`src/rtl/psg_bus_sequencer.sv`:
```
// psg_bus_sequencer: owns the BDIR/BC/DI bus of a dual-AY TurboSound block.
// Arbitrates CPU port strobes against a loader engine writing (chip,reg,value)
// tuples, then restores the CPU-visible chip selection and latched register.
//
// Parameter:
//   HOLD_CYCLES   cycles each bus phase is driven (1..15); a 1-cycle gap follows
// Configuration macro:
//   PSG_SEQ_SHADOW_EN  skip loader select/restore phases that match the shadows
// Ports:
//   CLK, RESET_N                    clock, synchronous active-low reset
//   CPU_ADDR_WR/DATA_WR/RD, CPU_DI  CPU strobes and write data
//   CPU_DO, CPU_DO_VALID, CPU_WAIT  read data, read pulse, request buffer busy
//   LD_VALID/READY, LD_CHIP/REG/VAL loader tuple handshake and payload
//   PSG_BDIR, PSG_BC, PSG_DI, PSG_DO TurboSound bus
//   CPU_SEL, BUSY                   CPU chip shadow, sequencer active
module psg_bus_sequencer #(
    parameter int HOLD_CYCLES = 2
) (
    input  logic       CLK,
    input  logic       RESET_N,
    input  logic       CPU_ADDR_WR,
    input  logic       CPU_DATA_WR,
    input  logic       CPU_RD,
    input  logic [7:0] CPU_DI,
    output logic [7:0] CPU_DO,
    output logic       CPU_DO_VALID,
    output logic       CPU_WAIT,
    input  logic       LD_VALID,
    output logic       LD_READY,
    input  logic       LD_CHIP,
    input  logic [3:0] LD_REG,
    input  logic [7:0] LD_VAL,
    output logic       PSG_BDIR,
    output logic       PSG_BC,
    output logic [7:0] PSG_DI,
    input  logic [7:0] PSG_DO,
    output logic       CPU_SEL,
    output logic       BUSY
);

    typedef enum logic [2:0] {
        IDLE, CPU_OP, L_SEL, L_ADDR, L_DATA, R_ADDR, R_SEL, GAP
    } state_t;

    typedef enum logic [1:0] {OP_ADDR, OP_DATA, OP_RD} op_t;

    localparam logic [3:0] LAST = 4'(HOLD_CYCLES - 1);

    state_t          state;
    state_t          after_gap;
    logic [3:0]      cnt;
    logic            buf_valid;
    op_t             buf_op;
    logic [7:0]      buf_data;
    op_t             cur_op;
    logic            t_chip;
    logic [3:0]      t_reg;
    logic [7:0]      t_val;
    logic            cpu_sel;
    logic [1:0][3:0] cpu_addr;
    logic            ready_q;
    logic            bdir_q;
    logic            bc_q;
    logic [7:0]      di_q;
    logic [7:0]      do_q;
    logic            do_valid_q;

    logic            start_skip;
    logic            skip_sel;
    logic            skip_addr;
    state_t          ld_first;
    state_t          phase_next;
    logic [8:0]      ld_first_bus;
    logic [8:0]      gap_bus;

`ifdef PSG_SEQ_SHADOW_EN
    assign start_skip = (LD_CHIP == cpu_sel);
    assign skip_sel   = (t_chip == cpu_sel);
    assign skip_addr  = (t_reg == cpu_addr[t_chip]);
`else
    assign start_skip = 1'b0;
    assign skip_sel   = 1'b0;
    assign skip_addr  = 1'b0;
`endif

    // Loader phase order; select/restore phases drop out when skipped.
    function automatic state_t next_phase(state_t cur, logic ss, logic sa);
        state_t n;
        n = IDLE;
        case (cur)
            L_SEL:   n = L_ADDR;
            L_ADDR:  n = L_DATA;
            L_DATA:  n = sa ? (ss ? IDLE : R_SEL) : R_ADDR;
            R_ADDR:  n = ss ? IDLE : R_SEL;
            default: n = IDLE;
        endcase
        return n;
    endfunction

    // {BC, DI} driven during a loader phase.
    function automatic logic [8:0] phase_bus(
        state_t ph, logic chip, logic [3:0] rg, logic [7:0] val,
        logic sel, logic [3:0] raddr
    );
        logic [8:0] b;
        b = {1'b1, 7'h7F, sel};
        case (ph)
            L_SEL:   b = {1'b1, 7'h7F, chip};
            L_ADDR:  b = {1'b1, 4'h0, rg};
            L_DATA:  b = {1'b0, val};
            R_ADDR:  b = {1'b1, 4'h0, raddr};
            default: b = {1'b1, 7'h7F, sel};
        endcase
        return b;
    endfunction

    assign ld_first     = start_skip ? L_ADDR : L_SEL;
    assign phase_next   = next_phase(state, skip_sel, skip_addr);
    assign ld_first_bus = phase_bus(ld_first, LD_CHIP, LD_REG, LD_VAL,
                                    cpu_sel, cpu_addr[LD_CHIP]);
    assign gap_bus      = phase_bus(after_gap, t_chip, t_reg, t_val,
                                    cpu_sel, cpu_addr[t_chip]);

    always_ff @(posedge CLK) begin
        if (!RESET_N) begin
            state      <= IDLE;
            after_gap  <= IDLE;
            cnt        <= '0;
            buf_valid  <= 1'b0;
            buf_op     <= OP_ADDR;
            buf_data   <= '0;
            cur_op     <= OP_ADDR;
            t_chip     <= 1'b0;
            t_reg      <= '0;
            t_val      <= '0;
            cpu_sel    <= 1'b1;
            cpu_addr   <= '0;
            ready_q    <= 1'b0;
            bdir_q     <= 1'b0;
            bc_q       <= 1'b0;
            di_q       <= '0;
            do_q       <= '0;
            do_valid_q <= 1'b0;
        end else begin
            ready_q    <= 1'b1;
            do_valid_q <= 1'b0;

            if (!buf_valid && (CPU_ADDR_WR || CPU_DATA_WR || CPU_RD)) begin
                buf_valid <= 1'b1;
                buf_data  <= CPU_DI;
                buf_op    <= CPU_ADDR_WR ? OP_ADDR :
                             (CPU_DATA_WR ? OP_DATA : OP_RD);
            end

            case (state)
                IDLE: begin
                    if (buf_valid) begin
                        buf_valid <= 1'b0;
                        cur_op    <= buf_op;
                        cnt       <= '0;
                        state     <= CPU_OP;
                        case (buf_op)
                            OP_ADDR: begin
                                bdir_q <= 1'b1;
                                bc_q   <= 1'b1;
                                di_q   <= buf_data;
                                // 0xFE/0xFF are the TurboSound chip-select codes
                                if (buf_data[7:1] == 7'h7F)
                                    cpu_sel <= buf_data[0];
                                else
                                    cpu_addr[cpu_sel] <= buf_data[3:0];
                            end
                            OP_DATA: begin
                                bdir_q <= 1'b1;
                                bc_q   <= 1'b0;
                                di_q   <= buf_data;
                            end
                            default: begin
                                bdir_q <= 1'b0;
                                bc_q   <= 1'b1;
                            end
                        endcase
                    end else if (LD_VALID && LD_READY) begin
                        t_chip        <= LD_CHIP;
                        t_reg         <= LD_REG;
                        t_val         <= LD_VAL;
                        cnt           <= '0;
                        state         <= ld_first;
                        bdir_q        <= 1'b1;
                        {bc_q, di_q}  <= ld_first_bus;
                    end
                end
                CPU_OP, L_SEL, L_ADDR, L_DATA, R_ADDR, R_SEL: begin
                    if (cnt == LAST) begin
                        state     <= GAP;
                        bdir_q    <= 1'b0;
                        bc_q      <= 1'b0;
                        after_gap <= (state == CPU_OP) ? IDLE : phase_next;
                        if (state == CPU_OP && cur_op == OP_RD) begin
                            do_q       <= PSG_DO;
                            do_valid_q <= 1'b1;
                        end
                    end else begin
                        cnt <= cnt + 4'd1;
                    end
                end
                GAP: begin
                    if (after_gap == IDLE) begin
                        state <= IDLE;
                    end else begin
                        state        <= after_gap;
                        cnt          <= '0;
                        bdir_q       <= 1'b1;
                        {bc_q, di_q} <= gap_bus;
                    end
                end
                default: state <= IDLE;
            endcase
        end
    end

    assign PSG_BDIR     = bdir_q;
    assign PSG_BC       = bc_q;
    assign PSG_DI       = di_q;
    assign CPU_DO       = do_q;
    assign CPU_DO_VALID = do_valid_q;
    assign CPU_WAIT     = buf_valid;
    assign CPU_SEL      = cpu_sel;
    assign BUSY         = (state != IDLE);
    assign LD_READY     = ready_q && (state == IDLE) && !buf_valid;

endmodule

```
`config.mk`:
```
export PLATFORM = sky130hd
export DESIGN_NAME = psg_bus_sequencer
export DESIGN_NICKNAME = d
export VERILOG_FILES = /design/src/rtl/psg_bus_sequencer.sv
export SDC_FILE = /design/constraint.sdc
export NUM_CORES = 1
export LEC_CHECK = 0
export BUFFER_PORTS_ARGS = -buffer_cell sky130_fd_sc_hd__buf_2
export CAP_MARGIN = 30
export CORE_ASPECT_RATIO = 0.7
export CORE_MARGIN = 1.5
export CORE_UTILIZATION = 59
export CTS_CLUSTER_SIZE = 20
export DETAILED_ROUTE_END_ITERATION = 16
export MAX_ROUTING_LAYER = met4
export PLACE_DENSITY = 0.83
export REMOVE_ABC_BUFFERS = 1
export SYNTH_ARGS = -nofsm -noshare
export SYNTH_HDL_FRONTEND = slang
export SYNTH_SLANG_ARGS = --single-unit
```
`constraint.sdc`:
```
create_clock -name CLK -period 3.3 [get_ports CLK]
set_input_delay 0.495 -clock CLK [delete_from_list [all_inputs] [get_ports CLK]]
set_output_delay 0.495 -clock CLK [all_outputs]
set_load 0.02 [all_outputs]
```
==> flow_metrics.env <==
export IMPL_outcome="finished clean"
export IMPL_p_int_w=0.00176
export IMPL_ys_seq_area_share_pct=44.6
export IMPL_drt_pass1_iter_count=5
export IMPL_drv_slew=0
export IMPL_rows=21
export IMPL_power_leakage_nw=1.64
export IMPL_root_buffer="clkbuf_8"
export IMPL_overflow=0
export IMPL_vias=2678
export IMPL_cts_buffers=9
export IMPL_worst_slew_pin_slew_ps=940
export IMPL_power_density_mw_per_mm2=827
export IMPL_grt_pass1_vias=2135
export IMPL_wire_per_inst_um=15.3
export IMPL_wl_um=7010
export IMPL_rsz0062_at_grt="false"
export IMPL_synth_area_leaders="dfxtp_1 (45%), mux2i_1 (10%), nor2_1 (5.7%)"
export IMPL_async_flop_share_pct=0
export IMPL_ant_nets=0
export IMPL_initial_utilization_pct=61.3
export IMPL_avgSynthCellArea_um2=8.78
export IMPL_slew_headroom_pct=37.1
export IMPL_ys_ff_latch=65
export IMPL_yosys_warnings=0
export IMPL_switching_share_pct=38.2
export IMPL_die_h_um=61.8
export IMPL_worstSetupPathType="register to register"
export IMPL_grt_total_usage_pct=28.1
export IMPL_grt_max_degree=29
export IMPL_synth_edf_count=0
export IMPL_utilization_pct=72.4
export IMPL_place_congestion=0.920
export IMPL_grt_first_pass_wirelength_um=10800
export IMPL_cts_sinks=65
export IMPL_cts_tree="yes"
export IMPL_cts_htree_levels=3
export IMPL_cts_setup_buffers=0
export IMPL_ctsResizeCount=0
export IMPL_clk_path_buf_depth=2
export IMPL_antenna_found_initial=0
export IMPL_synthMostInstantiatedCell="dfxtp_1"
export IMPL_period_minus_slack_ps=2560
export IMPL_clock_latency_ps=340
export IMPL_fin_crit_sh_pct=77.6
export IMPL_p_seq_share_pct=39.2
export IMPL_postCtsHoldBufs=0
export IMPL_synthCells=332
export IMPL_die_x_um=87.0
export IMPL_synth_ff_type="dfxtp_1"
export IMPL_p_switching_w=0.00109
export IMPL_die_area_mm2=0.00538
export IMPL_setup_tns_ps=0
export IMPL_cp_max_fo=18
export IMPL_start_kind="register"
export IMPL_synth_distinct_cells=45
export IMPL_crit_arrival_ps=2770
export IMPL_clkTransAtPathRegs_ps=70
export IMPL_final_setup_viol_count=0
export IMPL_netlist_top_cells_count="dfxtp_1 (65), nor2_1 (44), a21oi_1 (30), mux2i_1 (30), o21ai_0 (27)"
export IMPL_syn_area_mm2=0.00292
export IMPL_skew_ps=7.90
export IMPL_drive_gt1_share_pct=22.2
export IMPL_finalHoldViolCount=0
export IMPL_portBuffers=57
export IMPL_area_growth_pct=18.1
export IMPL_fin_nets=420
export IMPL_pwr_share_clk_pct=26.2
export IMPL_combinationalPowerShare_pct=34.6
export IMPL_worst_ep_required_time_ps=3500
export IMPL_netlist_top_cell_by_area="dfxtp_1"
export IMPL_dp_hpwl_um=4770
export IMPL_cp_end_kind="register"
export IMPL_fmax_mhz=390
export IMPL_synth_top_area_share_pct=44.6
export IMPL_pin_count=58
export IMPL_irDropWorstVdd_mv=0.352
export IMPL_drcViolationCount=0
export IMPL_hp_class="primary input to register"
export IMPL_cap_violations=0
export IMPL_core_mm2=0.00476
export IMPL_vias_per_cell=5.86
export IMPL_drt_iter0_markers=285
export IMPL_nFillCells=380
export IMPL_antenna_cells=0
==> placed cells by master (no fill, tap or decap), types with 4 or more instances in the layout <==
| cell | count |
|---|---|
| o21a_1 | 6 |
| o211a_1 | 5 |
| buf_2 | 57 |
| o221a_2 | 4 |
| a21oi_1 | 30 |
| nor2_1 | 44 |
| o21ai_0 | 27 |
| clkbuf_8 | 10 |
| dfxtp_1 | 65 |
| nand2_1 | 20 |
| o22ai_1 | 4 |
| nor3_1 | 7 |
| mux2i_1 | 30 |
| nand3b_1 | 5 |
| nand3_1 | 8 |
| inv_1 | 8 |
==> worst paths after layout <==
check,start,endpoint,slack [ps],cells after the start
max,state[0]$_SDFFE_PN0P_,t_val[5]$_SDFFE_PN0P_,740,4
min,PSG_DO[5],CPU_DO[5]$_SDFFE_PN0P_,380,3
max reg2reg,state[0]$_SDFFE_PN0P_,t_val[5]$_SDFFE_PN0P_,740,4
min reg2reg,cur_op[0]$_SDFFE_PN0P_,cur_op[0]$_SDFFE_PN0P_,470,2
==> layout make-up <==
type	instances	area (µm²)	share of cell area (%)
clock buffer	11	141	4.11
clock inverter	5	78.8	2.29
inverter	8	30.0	0.872
multi-input combinational	239	1500	43.5
sequential	65	1300	37.8
tap	69	86.3	2.51
timing repair buffer	60	308	8.94
==> worst max-delay path: stages, from the launching register on <==
cell and delay, ps:
dfxtp_1 470, nor3_4 610, nand4_1 850, mux2i_1 410, nor2_1 60
==> power groups by stage <==
stage                     registers (W)  clock network [W]  logic [W]
after floorplan                 0.00116                  0   0.000630
after global placement          0.00112                  0   0.000940
after detailed placement        0.00112                  0   0.000958
after CTS                       0.00111           0.000752   0.000967
after global routing            0.00113           0.000801    0.00108
final                           0.00112           0.000745   0.000985
==> layer usage <==
metal / up-vias / wire (µm) / GRT usage (%)
met5: - / 0 / -
li1: 1303 / - / -
met3: 17 / 559 / 10.0
met4: 0 / 107 / 8.06
met2: 135 / 2940 / 39.0
met1: 1223 / 3400 / 38.2
==> per-stage QoR <==
step	cells	instance area [µm²]	hold slack (ps)	total power (W)	setup WS, ps
2_1_floorplan	312	2830	432	0.00179	1250
3_3_place_gp	441	3220	457	0.00206	867
3_5_place_dp	441	3220	468	0.00208	793
4_1_cts	457	3440	374	0.00283	781
5_1_grt	457	3440	381	0.00302	438
6_report	457	3440	381	0.00285	738
==> cell families (layout without fill, tap and decap cells) <==
family | count (synthesis) | count (layout) | share of synthesized area, %
and+or+nand+nor | 108 | 108 | 18.2
AOI/OAI and AO/OA | 97 | 97 | 21.2
DFF | 65 | 65 | 44.6
muxes | 32 | 32 | 11.1
buffers and inverters | 28 | 84 | 3.99
adders and majority gates | 2 | 2 | 0.858
Power figures use the tool's default switching activity.
